File: src/rtl/jam_cost_server.sv
// Cost-table responder for the JAM search engine: loads an 8x8 cost matrix, serves W/J lookups, then checks the result.
// Latency: Cost is registered, one cycle after W/J; Done/Pass one cycle after Valid; Done/Timeout on the timeout edge itself.
// Backpressure: ld_ready is high only in LOAD, one entry per cycle; ld_valid is ignored once all 64 entries are taken.
//
// Ports:
//   CLK, RST                    clock, asynchronous active-high reset
//   ld_valid/ld_data/ld_ready   row-major table load handshake (W major, J minor)
//   exp_we/exp_cost/exp_count   expected MinCost/MatchCount, writable in LOAD and SERVE
//   DUT_RST                     engine reset, high while loading
//   W, J -> Cost                table lookup for the engine
//   Valid/MinCost/MatchCount    engine result
//   Done/Pass/Timeout/cycles    check outcome and SERVE cycle count
//   CovOk                       all 64 entries were read (tied high unless JAM_SRV_COVERAGE_EN)
// Optional build macro: JAM_SRV_COVERAGE_EN adds the lookup-coverage bitmap and makes Pass depend on it.

module jam_cost_server #(
    parameter logic [19:0] TIMEOUT = 20'd1000000
) (
    input  logic        CLK,
    input  logic        RST,
    input  logic        ld_valid,
    input  logic [6:0]  ld_data,
    output logic        ld_ready,
    input  logic        exp_we,
    input  logic [9:0]  exp_cost,
    input  logic [3:0]  exp_count,
    output logic        DUT_RST,
    input  logic [2:0]  W,
    input  logic [2:0]  J,
    output logic [6:0]  Cost,
    input  logic        Valid,
    input  logic [9:0]  MinCost,
    input  logic [3:0]  MatchCount,
    output logic        Done,
    output logic        Pass,
    output logic        Timeout,
    output logic [19:0] cycles,
    output logic        CovOk
);

    typedef enum logic [1:0] {
        S_LOAD  = 2'd0,
        S_SERVE = 2'd1,
        S_CHECK = 2'd2,
        S_DONE  = 2'd3
    } state_t;

    state_t      r_state;
    state_t      w_next;

    logic [6:0]  r_table [0:63];
    logic [5:0]  r_addr;
    logic [6:0]  r_cost;
    logic [19:0] r_cycles;
    logic        r_done;
    logic        r_pass;
    logic        r_timeout;
    logic [9:0]  r_exp_cost;
    logic [3:0]  r_exp_count;
    logic [9:0]  r_min_cost;
    logic [3:0]  r_match_count;

    logic        w_accept;
    logic        w_timeout_hit;
    logic        w_values_ok;
    logic        w_cov_ok;
    logic        w_ld_ready;
    logic        w_dut_rst;

    assign w_accept      = (r_state == S_LOAD) && ld_valid;
    // Compared before the increment, so the DONE edge is the TIMEOUT-th SERVE edge.
    assign w_timeout_hit = (r_cycles == (TIMEOUT - 20'd1));
    assign w_values_ok   = (r_min_cost == r_exp_cost) && (r_match_count == r_exp_count);

    // State register
    always_ff @(posedge CLK or posedge RST) begin
        if (RST) begin
            r_state <= S_LOAD;
        end else begin
            r_state <= w_next;
        end
    end

    // Next state and state-decoded outputs
    always_comb begin
        w_next     = r_state;
        w_ld_ready = 1'b0;
        w_dut_rst  = 1'b0;
        case (r_state)
            S_LOAD: begin
                w_ld_ready = 1'b1;
                w_dut_rst  = 1'b1;
                if (w_accept && (r_addr == 6'd63)) begin
                    w_next = S_SERVE;
                end
            end
            S_SERVE: begin
                // Valid has priority over a coincident timeout.
                if (Valid) begin
                    w_next = S_CHECK;
                end else if (w_timeout_hit) begin
                    w_next = S_DONE;
                end
            end
            S_CHECK: w_next = S_DONE;
            S_DONE:  w_next = S_DONE;
            default: w_next = S_LOAD;
        endcase
    end

    // Cost table: deliberately not reset, every reset is followed by a full reload.
    always_ff @(posedge CLK) begin
        if (w_accept) begin
            r_table[r_addr] <= ld_data;
        end
    end

`ifdef JAM_SRV_COVERAGE_EN
    logic [63:0] r_touched;
    logic        r_cov_ok;

    always_ff @(posedge CLK or posedge RST) begin
        if (RST) begin
            r_touched <= 64'd0;
            r_cov_ok  <= 1'b0;
        end else begin
            case (r_state)
                S_LOAD:  r_touched <= 64'd0;
                S_SERVE: r_touched[{W, J}] <= 1'b1;
                S_CHECK: r_cov_ok <= &r_touched;
                default: ;
            endcase
        end
    end

    assign w_cov_ok = &r_touched;
    assign CovOk    = r_cov_ok;
`else
    assign w_cov_ok = 1'b1;
    assign CovOk    = 1'b1;
`endif

    // Datapath and result registers
    always_ff @(posedge CLK or posedge RST) begin
        if (RST) begin
            r_addr        <= 6'd0;
            r_cost        <= 7'd0;
            r_cycles      <= 20'd0;
            r_done        <= 1'b0;
            r_pass        <= 1'b0;
            r_timeout     <= 1'b0;
            r_exp_cost    <= 10'd0;
            r_exp_count   <= 4'd0;
            r_min_cost    <= 10'd0;
            r_match_count <= 4'd0;
        end else begin
            if (exp_we && ((r_state == S_LOAD) || (r_state == S_SERVE))) begin
                r_exp_cost  <= exp_cost;
                r_exp_count <= exp_count;
            end
            case (r_state)
                S_LOAD: begin
                    r_cost <= 7'd0;
                    // Address stops at 63: the state leaves LOAD on that accept.
                    if (w_accept && (r_addr != 6'd63)) begin
                        r_addr <= r_addr + 6'd1;
                    end
                end
                S_SERVE: begin
                    r_cost <= r_table[{W, J}];
                    if (r_cycles != 20'hFFFFF) begin
                        r_cycles <= r_cycles + 20'd1;
                    end
                    if (Valid) begin
                        r_min_cost    <= MinCost;
                        r_match_count <= MatchCount;
                    end else if (w_timeout_hit) begin
                        r_done    <= 1'b1;
                        r_timeout <= 1'b1;
                        r_pass    <= 1'b0;
                    end
                end
                S_CHECK: begin
                    r_pass <= w_values_ok && w_cov_ok;
                    r_done <= 1'b1;
                end
                default: ;
            endcase
        end
    end

    assign ld_ready = w_ld_ready;
    assign DUT_RST  = w_dut_rst;
    assign Cost     = r_cost;
    assign cycles   = r_cycles;
    assign Done     = r_done;
    assign Pass     = r_pass;
    assign Timeout  = r_timeout;

endmodule

File: config.mk
export PLATFORM = sky130hd
export DESIGN_NAME = jam_cost_server
export DESIGN_NICKNAME = d
export VERILOG_FILES = /design/src/rtl/jam_cost_server.sv
export SDC_FILE = /design/constraint.sdc
export NUM_CORES = 1
export LEC_CHECK = 0
export ABC_AREA = 1
export CAP_MARGIN = 0
export CELL_PAD_IN_SITES_DETAIL_PLACEMENT = 0
export CELL_PAD_IN_SITES_GLOBAL_PLACEMENT = 1
export CORE_ASPECT_RATIO = 0.8
export CORE_MARGIN = 2
export CORE_UTILIZATION = 30
export CTS_CLUSTER_DIAMETER = 120
export DETAILED_ROUTE_END_ITERATION = 10
export GPL_TIMING_DRIVEN = 0
export PLACE_DENSITY_LB_ADDON = 0.1
export SETUP_SLACK_MARGIN = 0.2
export SLEW_MARGIN = 5
export SYNTH_ARGS = -nofsm -noshare
export SYNTH_HDL_FRONTEND = slang
export SYNTH_SLANG_ARGS = --single-unit
File: constraint.sdc
create_clock -name CLK -period 5.95 [get_ports CLK]
set_input_delay 1.4875 -clock CLK [delete_from_list [all_inputs] [get_ports CLK]]
set_output_delay 1.4875 -clock CLK [all_outputs]
set_load 0.03 [all_outputs]
==> results of run 1 <==
## kinds of logic (layout without fill, tap and decap cells)
group / Yosys count / count (layout) / share of synthesized area
XOR/XNOR: 24 / 24 / 0.00976
flip-flops: 514 / 514 / 0.702
AND/OR/NAND/NOR: 1219 / 1219 / 0.240
AO/OA/AOI/OAI: 28 / 28 / 0.00726
multiplexers: 7 / 7 / 0.00366
other: 1 / 2 / 0.000174
adder cells (fa/ha/maj): 2 / 2 / 0.00116
buffers and inverters: 152 / 336 / 0.0367
## flip-flops by register name, indices dropped and copies added (netlist names), 2 cells and up
name	cells
r_state	2
r_match_count	4
r_addr	6
cycles	20
Cost	7
r_exp_cost	10
r_min_cost	10
r_exp_count	4
r_table	448
## cell type report
class                   count  area, sq um
fillers                  7087        45300
flip-flops and latches    514        15100
multi-input cells        1281         5630
clock buffers              72         1580
well taps                 934         1170
repair buffers             77          806
plain buffers             103          601
clock inverters            35          374
inverters                  49          191
diodes                      1         2.50
## metal layers
| metal | global-route usage | up-vias | part of all wire |
|---|---|---|---|
| met5 | 0.0165 | - | 0.0023 |
| met4 | 0.0461 | 2 | 0.020 |
| met3 | 0.0339 | 86 | 0.057 |
| met2 | 0.270 | 388 | 0.41 |
| met1 | 0.312 | 7358 | 0.51 |
| li1 | - | 6984 | - |
## placed cells by master, fill, tap and decap left out, types with 2 or more instances in the layout
cell type / instances
clkinv_2: 10
clkbuf_16: 59
o21ai_0: 9
ha_1: 2
nor2_1: 99
dfrtp_1: 66
inv_2: 5
buf_16: 3
nand2_1: 697
buf_1: 10
clkdlybuf4s50_1: 67
xnor2_1: 8
a21oi_1: 9
xor2_1: 16
mux2_2: 7
inv_6: 2
edfxtp_1: 448
clkinv_1: 13
buf_6: 14
nor2_2: 2
clkbuf_1: 22
clkbuf_8: 5
nand2_2: 2
clkinvlp_4: 4
nor3_1: 11
buf_4: 18
buf_2: 54
nand4_1: 7
bufinv_16: 8
a31oi_1: 2
nand3_1: 391
o22ai_1: 4
nand3b_1: 2
inv_1: 41
## worst register-to-register path, stage by stage (launching register included)
cell,delay (ns)
dfrtp_1,0.38
nor2_1,0.37
nand2_1,0.25
nor2_1,0.26
nand3_1,0.62
nor2_1,0.90
## where the power goes
part           total, mW  internal (mW)  switching, mW
Combinational      0.610          0.180          0.430
Sequential          3.98           3.96         0.0245
Clock               3.70           2.21           1.50
Total               8.30           6.35           1.95
## worst max-delay path by stage
| stage | slack [ns] | end |
|---|---|---|
| 4_1_cts | 2.21 | ld_ready |
| 5_1_grt | 2.15 | ld_ready |
| 3_5_place_dp | 1.69 | Cost[1]$_DFFE_PP0N_ |
| 6_report | 2.20 | Cost[4]$_DFFE_PP0N_ |
| 2_1_floorplan | 2.81 | Cost[0]$_DFFE_PP0N_ |
| 3_3_place_gp | 0.91 | r_table[10][1]$_DFFE_PP_ |
==> impl_results.md, run 1 <==
- Outcome: completed
- Reg-to-reg startpoint: r_state[0]$_DFFE_PP0P_
- Peak VDD IR: approximately 0.18 mV
- Reg2Reg Setup Slack: 2.78 ns
- Top post-synthesis cells by area: edfxtp_1 (62%), nand2_1 (12%), nand3_1 (9.1%), dfrtp_1 (7.7%), nor2_1 (1.7%)
- Initial Utilization: 0.304
- Synth Net Count: ~2000
- Final Instance Area: 0.0255 sq mm
- CP delay by family, top: buffers and inverters
- Fmax: 0.267 GHz
- Top-count cell post-synth: nand2_1
- Cell Area, Placed: roughly 0.024 sq mm
- Post-route ant nets: 0
- DR DRC count: 0
- Detail-routed net length per standard cell: 23.7 um
- CTS buffer count: 57
- Cts-stage hold buffer count: 0
- Final core utilization: 0.360
- Hold Crit Class: reg -> reg
- Min Hold Slack: 0.480 ns
- DIE AREA: about 0.074 sq mm
- Core Region: 0.0708 sq mm
- Clk_lat worst skew: 0.63 ns
- Post-synth top area share: 0.625
- CTS H-Tree Depth: 2
- Grt total ovfl: 0
- Post-Place Setup Slack: ~1.7 ns
- Slew margin rel.: 0.369
- Crit. Startpoint: J[2]
- Hold Path End: Cost[0]$_DFFE_PP0N_
- Number of flops mapped to enable cells by yosys: 448
- Hold Crit Start: Cost[0]$_DFFE_PP0N_
- Vias: between 10000 and 15000
- Hold Crit Depth: 2
- Worst-Margin Slew: 0.947 ns
- Drt via density: 4.83
- Register area share after synthesis: 0.702
- Synth-to-Final Area Change: 18.3%
- Die X: 303 um
- Synth area leader: edfxtp_1
- CP peak stage delay: 0.72 ns
- Synthesis-stage register bit count: 514
- Fin cells: approximately 3100
- All-Layer GR Usage: 0.196
- Commonest cells in the netlist: nand2_1 (697), edfxtp_1 (448), nand3_1 (391)
- Avg Synthesized Cell Area: 11.1 sq um
- Post-Syn Instances: about 1900
- Cells after DPL: 2958
- Setup crit end kind: flip-flop
- Tcrit/Tclk final: 0.630
- Die height: approximately 240 um
- Final TNS setup: 0 ns
- Power Dens Cells: 326 mW/mm^2
- RSZ-0062 raised after global routing: no
- Buffers & Inverters on Critical Path: 4
- Pleak: 9.52 nW
- Clock transition at path regs: 0.06 ns
- Share of cells above drive strength 1: 0.0934
- Global-route wire length before repair: between 100000 and 150000 um
- Reg2Reg Depth: 5
- Clk buf depth: 3
- Crit Path Class: in -> reg
- Fin Clk Skew: 0.0316 ns
- Largest net degree at the start of global routing: 65
- First DRT Iteration DRCs: 1242
- Initial antenna violation count: 1
- PostCTS Resize Cnt: 0
- IO Port Bufs: 74
- Worst path depth: 12
- Synth cell types: 40
- Site Rows: 87
- Crit-path slowest cell: buf_1
- Power, Total: 8.30 mW
- Layout net count: 2131
- Post-CTS setup buffers: 0
- CP Max Fanout: 10
- Reg2Reg Capture Point: r_table[6][6]$_DFFE_PP_
- Final HPWL DP: 49100 um
- Cell chain of the critical path: clkdlybuf4s50_1, inv_1, buf_2, buf_1, nand3_1, nand2_1, nand2_1, nand3_1, nand2_1, nand2_1, nand3_1, nand2_1
- # IOs: roughly 80
- Final hold vios: 0
- Crit path DAT: 4.30 ns
- Final GP Congestion: 0.819
- Async set-or-reset flop fraction in the synthesized netlist: 0.128
- CP required: between 6 and 7 ns
- Synth Flop Type: edfxtp_1
- Mapped cell area: 0.0215 sq mm
- Vias in the first global route: 14165
- CTS tree: done
- Slew Limit Fails: 0
- Clock tree sinks: 514
- CTS root buffer: clkbuf_16
- Ys Warns: 0
- Crit path launch type: input pin
- Setup Viol. Count Final: 0
- Final WS setup: 2.20 ns
- Max Cap Viol: 0
- Tmin final: 3.75 ns
- Final WL: 72700 um
- Top cell by count, worst path: nand2_1
- DRT Pass-1 Iters: 5
Power figures use the tool's default switching activity.
==> run 2: changes to the inputs <==
==> constraint.sdc (replaced) <==
create_clock -name CLK -period 3.1 [get_ports CLK]
set_input_delay 0.775 -clock CLK [delete_from_list [all_inputs] [get_ports CLK]]
set_output_delay 0.775 -clock CLK [all_outputs]
set_load 0.03 [all_outputs]
==> run 2 against run 1 <==
Non-clock buffer count stayed put; largest power group unchanged; critical endpoint is now r_table[59][3]$_DFFE_PP_; sequential share of layout area decreased by 0.13 points; cell count barely moved; count of clock-buffer cells in the layout did not move; die area is the same; critical path depth down 7; setup slack worse by 1.9 ns.
==> impl_results.md, run 2 (synthesized netlist as in run 1, its figures left out) <==
- Outcome: completed
- Vias in the first global route: 14174
- DR DRC count: 0
- Power Dens Cells: 625 mW/mm^2
- Most flop-heavy register: r_table
- Drt via density: ~4.8
- Most frequent cells in the layout: nand2_1 (697), edfxtp_1 (448), nand3_1 (390), nor2_1 (84)
- Share of cells above drive strength 1: 0.103
- Clock transition at path regs: 0.06 ns
- Tmin final: about 2.8 ns
- Commonest non-fill, non-tap cell in the layout: nand2_1
- Final Instance Area: 0.0255 sq mm
- Grt total ovfl: 0
- Worst-Margin Slew: 0.920 ns
- Crit path DAT: 3.08 ns
- Power, Total: 15.9 mW
- Tcrit/Tclk final: 0.914
- Global-route wire length before repair: 103000 um
- Pleak: 9.54 nW
- Post-Place Setup Slack: -0.451 ns
- Min Hold Slack: between 0.4 and 0.5 ns
- Crit-path slowest cell: nor2_1
- Max reg flops: 448
- Cell chain of the critical path: nor2_2, nand2_1, inv_2, nand3_1, nor2_1
- Antenna diodes: 0
- Largest net degree at the start of global routing: 65
- Core Region: 0.0708 sq mm
- Final hold vios: 0
- Clk buf depth: 3
- Final WS setup: between 0.2 and 0.3 ns
- Setup Viol. Count Final: 0
- Fmax: approximately 0.35 GHz
- Die height: 244 um
- CTS tree: done
- Setup crit end kind: flip-flop
- IO Port Bufs: 74
- CP Max Fanout: 8
- Site Rows: 87
- CTS H-Tree Depth: 2
- Slew Limit Fails: 0
- Hold Crit Class: in -> async
- # IOs: 79
- Clk_lat worst skew: between 0.6 and 0.7 ns
- Fill cell total of the finished layout: 7085
- DRT Pass-1 Iters: 5
- CTS root buffer: clkbuf_16
- Initial Utilization: 0.304
- Crit path launch type: flip-flop
- Detail-routed net length per standard cell: approximately 24 um
- Crit Path Class: reg -> reg
- RSZ-0062 raised after global routing: yes
- Fin Clk Skew: 0.0298 ns
- Cell Area, Placed: 0.0235 sq mm
- Synth-to-Final Area Change: 18.5%
- Final GP Congestion: 0.819
- Max Cap Viol: 0
- Slew margin rel.: 0.387
- Layout net count: 2131
- Final WL: approximately 73000 um
- DIE AREA: 0.0739 sq mm
- Post-route ant nets: 0
- Peak VDD IR: between 0.3 and 0.4 mV
- First DRT Iteration DRCs: 1184
- Final HPWL DP: 49100 um
- Vias: 14786
- Die X: 303 um
- All-Layer GR Usage: 0.196
- CTS buffer count: 57
- Clock tree sinks: a little over 500
- CP required: around 3.4 ns
- CP peak stage delay: around 0.89 ns
- Initial antenna violation count: 1
[run 2: report_power, final]
| part | switching [mW] | internal [mW] |
|---|---|---|
| Clock | 2.88 | 4.24 |
| Combinational | 0.823 | 0.347 |
| Sequential | 0.0472 | 7.60 |
[run 2: path summary, 6_finish.rpt]
check                      slack [ns]                      endpoint  cells after the start                    from
max in group asynchronous        2.09  r_match_count[0]$_DFFE_PP0P_                      3                     RST
min in group CLK                 0.48           Cost[0]$_DFFE_PP0N_                      2     Cost[0]$_DFFE_PP0N_
max reg2reg                      0.27      r_table[59][3]$_DFFE_PP_                      5  r_state[0]$_DFFE_PP0P_
min                              0.44        cycles[14]$_DFFE_PP0P_                      2                     RST
min reg2reg                      0.48           Cost[0]$_DFFE_PP0N_                      2     Cost[0]$_DFFE_PP0N_
max                              0.27      r_table[59][3]$_DFFE_PP_                      5  r_state[0]$_DFFE_PP0P_
[run 2: routing by layer]
| metal | share of wire | GRT usage |
|---|---|---|
| met5 | 0.0023 | 0.0165 |
| met2 | 0.41 | 0.270 |
| met3 | 0.056 | 0.0327 |
| met1 | 0.51 | 0.312 |
| met4 | 0.020 | 0.0464 |
[run 2: cell type report]
class | count | area, sq um | area share
Multi-Input combinational cell | 1281 | 5690 | 0.223
Tap cell | 934 | 1170 | 0.0458
Timing Repair Buffer | 77 | 805 | 0.0315
Sequential cell | 514 | 15100 | 0.592
Clock inverter | 35 | 374 | 0.0147
Inverter | 49 | 191 | 0.00750
Buffer | 103 | 607 | 0.0238
Clock buffer | 72 | 1580 | 0.0617
[run 2: critical path: cells and delay by family, from the launching register on]
kind / cells / cell delay (ns)
flip-flops: 1 / 0.39
AND/OR/NAND/NOR: 4 / 1.90
buffers and inverters: 1 / 0.16
[run 2: what timing repair did]
item / 4_1_cts / 5_1_grt
setup endpoints to repair: 192 / 132
hold buffers: 0 / 0
pin swaps: 0 / 0
resized for setup: 14 / 13
setup buffers: 0 / 0
hold endpoints to repair: 0 / 0
gates cloned: 0 / 0
[run 2: through the flow]
stage	util	instances	TNS, ns
floorplan	-	1947	0
global placement	0.331	2955	-583.79
detailed placement	0.332	2958	-76.44
CTS	0.360	3065	0
global route	0.361	3065	0
finish	0.361	3065	0
==> run 3: changes to the inputs <==
==> constraint.sdc (replaced) <==
create_clock -name CLK -period 2.7 [get_ports CLK]
set_input_delay 0.675 -clock CLK [delete_from_list [all_inputs] [get_ports CLK]]
set_output_delay 0.675 -clock CLK [all_outputs]
set_load 0.03 [all_outputs]
==> run 3 against run 2 <==
Combinational power increased by 15%; count of clock-buffer cells in the layout unchanged; setup slack got worse by 0.029 ns; final area increased by 1.6%; utilization increased by 0.57 points; die area unchanged; sequential cell count unchanged.
==> impl_results.md, run 3 (synthesized netlist as in run 1, its figures left out) <==
- Clock tree sinks: 514
- Detail-routed net length per standard cell: 23.7 um
- Initial Utilization: 0.304
- Crit path DAT: 2.72 ns
- Most frequent cells in the layout: nand2_1 (694), edfxtp_1 (448), nand3_1 (387), dfrtp_1 (66), clkbuf_16 (59)
- Hold Crit Class: in -> async
- Slew Limit Fails: 0
- First DRT Iteration DRCs: roughly 1200
- CP Max Fanout: 8
- Synth-to-Final Area Change: 20.4%
- CTS tree: done
- Most flop-heavy register: r_table
- Tmin final: 2.46 ns
- Largest net degree at the start of global routing: between 60 and 70
- Commonest non-fill, non-tap cell in the layout: nand2_1
- RSZ-0062 raised after global routing: yes
- Clock transition at path regs: 0.06 ns
- Final WS setup: 0.238 ns
- Power Dens Cells: ~700 mW/mm^2
- CP peak stage delay: approximately 0.56 ns
- Reg area: 0.0151 sq mm
- Top cell by count, worst path: nor2_2
- Global-route wire length before repair: roughly 100000 um
- Setup Viol. Count Final: 0
- Crit-path slowest cell: nor2_2
- Worst-Margin Slew: 1.09 ns
- Cell chain of the critical path: nor2_2, nand2_1, inv_2, nand3_2, nor2_2
- Cts-stage hold buffer count: 0
- Vias in the first global route: 14222
- CTS H-Tree Depth: 2
- Final GP Congestion: roughly 0.82
- Final WL: 72600 um
- Die X: 303 um
- Drt via density: 4.81
- Fill cell total of the finished layout: 7033
- Final HPWL DP: 49100 um
- Fmax: 0.406 GHz
- Crit path launch type: flip-flop
- Tcrit/Tclk final: 0.912
- Setup crit end kind: flip-flop
- All-Layer GR Usage: 0.196
- Vias: 14761
- Clk_lat worst skew: 0.62 ns
- Final Instance Area: about 0.026 sq mm
- Post-route ant nets: 0
- Fin cells: 3066
- Final hold vios: 0
- Reg2Reg Capture Point: r_table[27][6]$_DFFE_PP_
- Fin Clk Skew: ~0.025 ns
- Site Rows: 87
- Grt total ovfl: 0
- Core Region: 0.0708 sq mm
- Final core utilization: 0.366
- Final TNS setup: 0 ns
- DIE AREA: about 0.074 sq mm
- Reg2Reg Depth: 5
- Multi-input logic area: 0.00607 sq mm
- CTS buffer count: 57
- CTS root buffer: clkbuf_16
- Peak VDD IR: 0.404 mV
- Reg2Reg Setup Slack: roughly 0.24 ns
- # IOs: 79
- Cell Area, Placed: around 0.024 sq mm
- Pleak: 9.67 nW
- Slew margin rel.: 0.270
- DRT Pass-1 Iters: 6
- DR DRC count: 0
- Reg-to-reg startpoint: r_state[0]$_DFFE_PP0P_
- Post-Place Setup Slack: -0.751 ns
- Initial antenna violation count: 1
- Share of cells above drive strength 1: 0.133
- Layout net count: between 2000 and 2500
- Clk buf depth: 3
- Cells after DPL: slightly below 3000
- Max Cap Viol: 0
- IO Port Bufs: 74
- Die height: 244 um
- Max reg flops: 448
- CP required: 2.96 ns
- Outcome: completed
- Crit Path Class: reg -> reg
-- run 3: cell count changes in the layout (fill, tap and decap cells not counted), moves of 3 or more --
| cell | previous run | this run |
|---|---|---|
| nand2_4 | 1 | 4 |
| nor2_2 | 15 | 23 |
| nand2_1 | 697 | 694 |
| nor2_4 | 3 | 46 |
| nor2_1 | 84 | 33 |
| nand3_1 | 390 | 387 |
| clkbuf_4 | 0 | 3 |
| buf_2 | 54 | 57 |
| clkbuf_1 | 22 | 18 |
| clkdlybuf4s50_1 | 66 | 57 |
| dlygate4sd2_1 | 1 | 7 |
-- run 3: repair_timing --
action | 4_1_cts | 5_1_grt
gates cloned | 0 | 0
setup buffers | 0 | 0
resized for setup | 110 | 46
endpoints found under the setup margin | 463 | 317
-- run 3: layer usage --
| metal | global-route usage | up-vias | part of all wire | wire [um] |
|---|---|---|---|---|
| li1 | - | 7000 | - | - |
| met1 | 0.311 | 7334 | 0.52 | 37500 |
| met2 | 0.268 | 331 | 0.41 | 29700 |
| met3 | 0.0347 | 94 | 0.050 | 3660 |
| met4 | 0.0512 | 2 | 0.021 | 1550 |
| met5 | 0.0165 | - | 0.0023 | 168 |
-- run 3: worst max-delay path by stage --
| stage | endpoint | depth (start not counted) | slack (ns) | from |
|---|---|---|---|---|
| 2_1_floorplan | Cost[0]$_DFFE_PP0N_ | 1 | 0.37 | RST |
| 3_3_place_gp | r_table[10][1]$_DFFE_PP_ | 1 | -1.53 | ld_data[1] |
| 3_5_place_dp | Cost[1]$_DFFE_PP0N_ | 12 | -0.75 | J[2] |
| 4_1_cts | r_table[32][3]$_DFFE_PP_ | 5 | -0.04 | r_state[0]$_DFFE_PP0P_ |
| 5_1_grt | r_table[27][2]$_DFFE_PP_ | 5 | 0.1 | r_state[0]$_DFFE_PP0P_ |
| 6_report | r_table[27][6]$_DFFE_PP_ | 5 | 0.24 | r_state[0]$_DFFE_PP0P_ |
-- run 3: power by group --
group          switching, mW  leakage [nW]  internal, mW  total, mW
logic                  0.945          3.89         0.400       1.35
clock network           3.28         0.949          4.87       8.15
registers             0.0548          4.84          8.72       8.78
-- run 3: area by class of cell --
type,count,area share
inverter,49,0.00739
multi-input combinational,1281,0.234
sequential,514,0.583
buffer,103,0.0239
tap,934,0.0451
antenna,1,0.0000966
timing repair buffer,77,0.0310
clock buffer,72,0.0608
clock inverter,35,0.0144
-- run 3: per-stage QoR --
stage / hold slack, ns / power [mW]
3_3_place_gp: 0.459 / 10.3
2_1_floorplan: 0.468 / 9.60
4_1_cts: 0.329 / 18.5
5_1_grt: 0.366 / 18.9
6_report: 0.353 / 18.3
3_5_place_dp: 0.471 / 10.3
-- run 3: critical path, delay by kind of cell, from the launching register on --
kind | cells | cell delay, ns
simple gates | 4 | 1.51
flops | 1 | 0.39
buf+inv | 1 | 0.19
